## src/rtl/pe_issue_scheduler.sv

```systemverilog
// Issue sequencer for the sparse-conv PE: walks weights (outer) x feature groups (inner),
// presents one index pair per beat under valid/ready, then drains the PE pipeline.
module pe_issue_scheduler #(
   parameter int unsigned double_word_length = 16,
   parameter int unsigned group_size         = 4,
   parameter int unsigned pipe_depth         = 3
) (
   input  logic                          clk,
   input  logic                          rst,
   input  logic                          start,
   input  logic [double_word_length-1:0] in_channel,
   input  logic [double_word_length-1:0] feature_valid_num,
   input  logic [double_word_length-1:0] weight_valid_num,
   input  logic                          pe_ready,
   output logic                          issue_valid,
   output logic [double_word_length-1:0] curr_weight,
   output logic [double_word_length-1:0] curr_pixel,
   output logic [3:0]                    lane_mask,
   output logic                          last,
   output logic [double_word_length-1:0] channel_out,
   output logic                          busy,
   output logic                          done
);

   localparam int unsigned DW       = double_word_length;
   localparam int unsigned GrpShift = $clog2(group_size);
   localparam int unsigned CntW     = (pipe_depth > 1) ? $clog2(pipe_depth) : 1;

   typedef enum logic [2:0] {StIdle, StLoad, StRun, StDrain, StDone} state_t;

   state_t          state;
   logic [DW-1:0]   f_q;
   logic [DW-1:0]   w_q;
   logic [DW:0]     g_q;
   logic [3:0]      tail_mask_q;
   logic            tail_q;
   logic [CntW-1:0] drain_cnt;

   logic [DW:0]     g_wide;
   logic            on_last_group;
   logic            last_beat;

   // One extra bit so that F = all-ones does not wrap when rounding up.
   always_comb begin
      g_wide        = ({1'b0, f_q} + (DW+1)'(group_size - 1)) >> GrpShift;
      on_last_group = ({1'b0, curr_pixel} == (g_q - 1'b1));
      last_beat     = (curr_weight == (w_q - 1'b1)) && on_last_group;
   end

   always_comb begin
      last      = issue_valid && last_beat;
      lane_mask = 4'h0;
      if (issue_valid) begin
         lane_mask = (on_last_group && tail_q) ? tail_mask_q : 4'hf;
      end
   end

   always_ff @(posedge clk or negedge rst) begin
      if (!rst) begin
         state       <= StIdle;
         f_q         <= '0;
         w_q         <= '0;
         g_q         <= '0;
         tail_mask_q <= '0;
         tail_q      <= 1'b0;
         drain_cnt   <= '0;
         curr_weight <= '0;
         curr_pixel  <= '0;
         channel_out <= '0;
         issue_valid <= 1'b0;
         busy        <= 1'b0;
         done        <= 1'b0;
      end else begin
         unique case (state)
            StIdle: begin
               done <= 1'b0;
               if (start) begin
                  f_q         <= feature_valid_num;
                  w_q         <= weight_valid_num;
                  channel_out <= in_channel;
                  busy        <= 1'b1;
                  state       <= StLoad;
               end
            end
            StLoad: begin
               g_q         <= g_wide;
               tail_q      <= |f_q[1:0];
               tail_mask_q <= (4'b0001 << f_q[1:0]) - 4'b0001;
               curr_weight <= '0;
               curr_pixel  <= '0;
               drain_cnt   <= '0;
               if (w_q == '0 || f_q == '0) begin
                  state <= StDrain;
               end else begin
                  issue_valid <= 1'b1;
                  state       <= StRun;
               end
            end
            StRun: begin
               if (pe_ready) begin
                  if (on_last_group) begin
                     curr_pixel  <= '0;
                     curr_weight <= curr_weight + 1'b1;
                  end else begin
                     curr_pixel <= curr_pixel + 1'b1;
                  end
                  if (last_beat) begin
                     issue_valid <= 1'b0;
                     state       <= StDrain;
                  end
               end
            end
            StDrain: begin
               if (drain_cnt == CntW'(pipe_depth - 1)) begin
                  done  <= 1'b1;
                  state <= StDone;
               end else begin
                  drain_cnt <= drain_cnt + 1'b1;
               end
            end
            StDone: begin
               done  <= 1'b0;
               busy  <= 1'b0;
               state <= StIdle;
            end
            default: state <= StIdle;
         endcase
      end
   end

endmodule

```

## config.mk

```make
export PLATFORM = sky130hd
export DESIGN_NAME = pe_issue_scheduler
export DESIGN_NICKNAME = d
export VERILOG_FILES = /design/src/rtl/pe_issue_scheduler.sv
export SDC_FILE = /design/constraint.sdc
export NUM_CORES = 1
export LEC_CHECK = 0
export CORE_ASPECT_RATIO = 1.5
export CORE_UTILIZATION = 56
export CTS_CLUSTER_SIZE = 30
export DETAILED_ROUTE_END_ITERATION = 6
export PLACE_DENSITY = 0.82
export SLEW_MARGIN = 5
export SYNTH_ARGS = -nofsm -noshare
export SYNTH_HDL_FRONTEND = slang
export SYNTH_SLANG_ARGS = --single-unit
```

## constraint.sdc

```tcl
create_clock -name clk -period 7.1 [get_ports clk]
set_input_delay 1.42 -clock clk [delete_from_list [all_inputs] [get_ports clk]]
set_output_delay 1.42 -clock clk [all_outputs]
set_load 0.05 [all_outputs]
```

==> metrics.yaml <==
synth:
  synthMuxAreaShare_pct: 11.3
  synthCells: 637
  synth_xor_area_share_pct: 7.01
  synth-compound-area-share_pct: 12.9
  synth_nets: 695
  syn_area_um2: 6120
  synth_most_common_cell: "dfrtp_1"
  yosysTopAreaCellShare_pct: 43.4
  yosys_register_bits: 106
  synth_fa_ha_area_share_pct: 1.23
  syn_avg_cell_area_um2: 9.60
  async_flop_share_pct: 100
  ys_top_cells_by_count: "dfrtp_1 (106), nand2_1 (62), mux2_2 (47)"
  synth_warnings: 0
  synth_edf_count: 0
  synth_cell_types: 56
  synth-main-ff-cell: "dfrtp_1"
  synth_seq_area_share_pct: 43.4
  synth_top_family_by_area: "simple AND/OR/NAND/NOR gates"
  yosysTopAreaCell: "dfrtp_1"
  synth_area_leaders: "dfrtp_1 (43%), mux2_2 (8.7%), xnor2_1 (4.0%)"
  yosys.area_share.simple_pct: 20.4
floorplanning:
  initial_utilization_pct: 57.8
  coreArea_um2: 10600
  fp.dieW_um: 87.3
  dieArea_um2: 11400
  std_cell_rows: 46
  fp.dieH_um: 130
  ioPinCount: 108
layout:
  final_core_util_pct: 71.4
  fin_area_um2: 7560
  area_delta_synth_final_pct: 23.5
  fillers: 828
  diodes: 0
  multi_input_area_um2: 3240
  seq_area_um2: 2650
  drive_gt1_share_pct: 11.7
  nets: 779
setup_path:
  regToRegSetupSlack_ps: 3170
  rr_startpoint: "g_q[3]"
  critPathTopFamily: "simple AND/OR/NAND/NOR gates"
  startpoint: "g_q[3]"
  end_kind: "output pin"
  cp_max_fo: 36
  slowest_stage: "a2111o_1"
  crit_end: "last"
  cp_num_cells: 8
  reg2regPathDepth: 7
  crit_type: "reg2out"
  worstPathRequired_ps: 5680
  r2r_end: "curr_weight[2]"
  crit_arrival_ps: 4640
  path_buf_inv: 1
  cp_cell_sequence: "nor4_2 -> nand4_1 -> xnor2_1 -> or4_1 -> a2111o_1 -> nor2_1 -> o2111a_1 -> clkdlybuf4s50_1"
  cp-start-kind: "flip-flop"
  cpPeakStageDelay_ps: 850
placement:
  portBuffers: 107
  placed_cell_area_um2: 7250
  dp_hpwl_um: 11500
  gp_congestion: 0.870
clocking:
  cts_buffer_depth: 2
  clock_latency_ps: 360
  cts_resized: 0
  cts_made_buffers: 9
  cts.sinks: 106
  cts_root_buf: "clkbuf_16"
  cts_setup_buffers: 0
  ctsHtreeMaxLevel: 3
  ctsHoldBuffers: 0
  cts_tree: "done"
  clk_pin_slew_ps: 80
sta:
  slew_headroom_pct: 26.4
  finalSetupTns_ps: 0
  min_period_over_period_pct: 85.3
  finClkSkew_ps: 16.6
  grt_setup_unrepaired: "no"
  slew_viol_final: 0
  whs_ps: 514
  finalCriticalPeriod_ps: 6060
  hold_viol: 0
  worstMarginPinSlew_ps: 1100
  fmax_mhz: 165
  setup_viol: 0
worst_hold_path:
  min_path_type: "reg2reg"
global_route:
  grt_overflow_total: 0
  antenna_found_initial: 0
  grt_pass1_vias: 5147
  grt_max_degree: 73
  grtUsageTotal_pct: 28.9
  grt_pass1_wl_um: 25200
detailed_routing:
  wirelength_um: 15600
  drc: 0
  drt-vias-per-instance: 6.11
  firstDrtPassIters: 5
  num_vias: 5314
  drtIter0Drc: 392
  drtAntennaViolNets: 0
  wl_per_cell_um: 18.0
power_and_ir_drop:
  intPower_mw: 1.63
  power_mw: 2.91
  power_density_nw_per_um2: 385
  p_sw_share_pct: 44.0
  pwr-share-seq_pct: 36.9
  power_switching_mw: 1.28
  ir_drop_mv: 0.298
  clock_power_share_pct: 17.2
  power_leakage_nw: 3.03
  power.share.combinational_pct: 45.9
flow_run:
  maxCapViolCount: 0
run_status:
  status: "finished, final reports clean"
cell families (layout without fill, tap and decap cells):
| logic type | after synthesis | count (layout) |
|---|---|---|
| DFF | 106 | 106 |
| AOI/OAI and AO/OA | 117 | 117 |
| xor gates and xnor gates | 49 | 49 |
| adders and majority gates | 6 | 6 |
| and+or+nand+nor | 236 | 236 |
| buffers and inverters | 60 | 149 |
| muxes | 63 | 63 |
per-layer routing:
metal,GRT usage (%),wire (um),part of all wire [%],vias up
li1,-,-,-,2486
met5,0,0,0,-
met3,4.81,698,4.5,42
met4,13.9,650,4.2,0
met2,53.5,8410,54,190
met1,31.6,5890,38,2596
state kept, by name, summed over array words and instances (netlist names), 2 cells and up:
name / cells
curr_weight: 16
f_q: 16
state: 3
channel_out: 16
drain_cnt: 2
g_q: 15
w_q: 16
tail_mask_q: 2
curr_pixel: 16
worst min-delay path by stage:
| stage | startpoint | cells past startpoint | endpoint | slack, ps |
|---|---|---|---|---|
| after floorplan | drain_cnt[0] | 1 | drain_cnt[0] | 470 |
| after global placement | drain_cnt[0] | 1 | drain_cnt[0] | 490 |
| after detailed placement | channel_out[3] | 1 | channel_out[3] | 490 |
| after CTS | channel_out[3] | 1 | channel_out[3] | 510 |
| after global routing | channel_out[13] | 1 | channel_out[13] | 530 |
| final | channel_out[3] | 1 | channel_out[3] | 510 |
metrics by stage:
step,setup slack [ps],cells
after floorplan,2600,637
after global placement,1520,854
after detailed placement,1450,854
after CTS,1080,870
after global routing,691,870
final,1040,870
power by group through the flow:
stage	clock network, mW	logic (mW)	registers [mW]
2_1_floorplan	0	0.826	1.20
3_3_place_gp	0	1.28	1.06
3_5_place_dp	0	1.33	1.08
4_1_cts	0.508	1.34	1.07
5_1_grt	0.528	1.45	1.11
6_report	0.500	1.34	1.08
area by class of cell:
class | instances | area share [%]
inverters | 22 | 1.09
well taps | 144 | 2.38
clock inverters | 7 | 1.06
repair buffers | 111 | 14.5
flip-flops and latches | 106 | 35.1
multi-input cells | 471 | 42.9
clock buffers | 9 | 2.98
cell usage in the layout (no fill, tap or decap), types with 10 or more instances in the layout:
cell type	count
a21oi_1	15
a31oi_1	20
and3_1	17
clkdlybuf4s50_1	106
dfrtp_1	106
inv_1	22
mux2_2	47
mux2i_1	16
nand2_1	62
nand2b_1	10
nand3_1	31
nand4_1	14
nor2_1	30
nor3_1	15
nor4_1	14
o21ai_0	31
xnor2_1	28
xor2_1	21
Power figures use the tool's default switching activity.
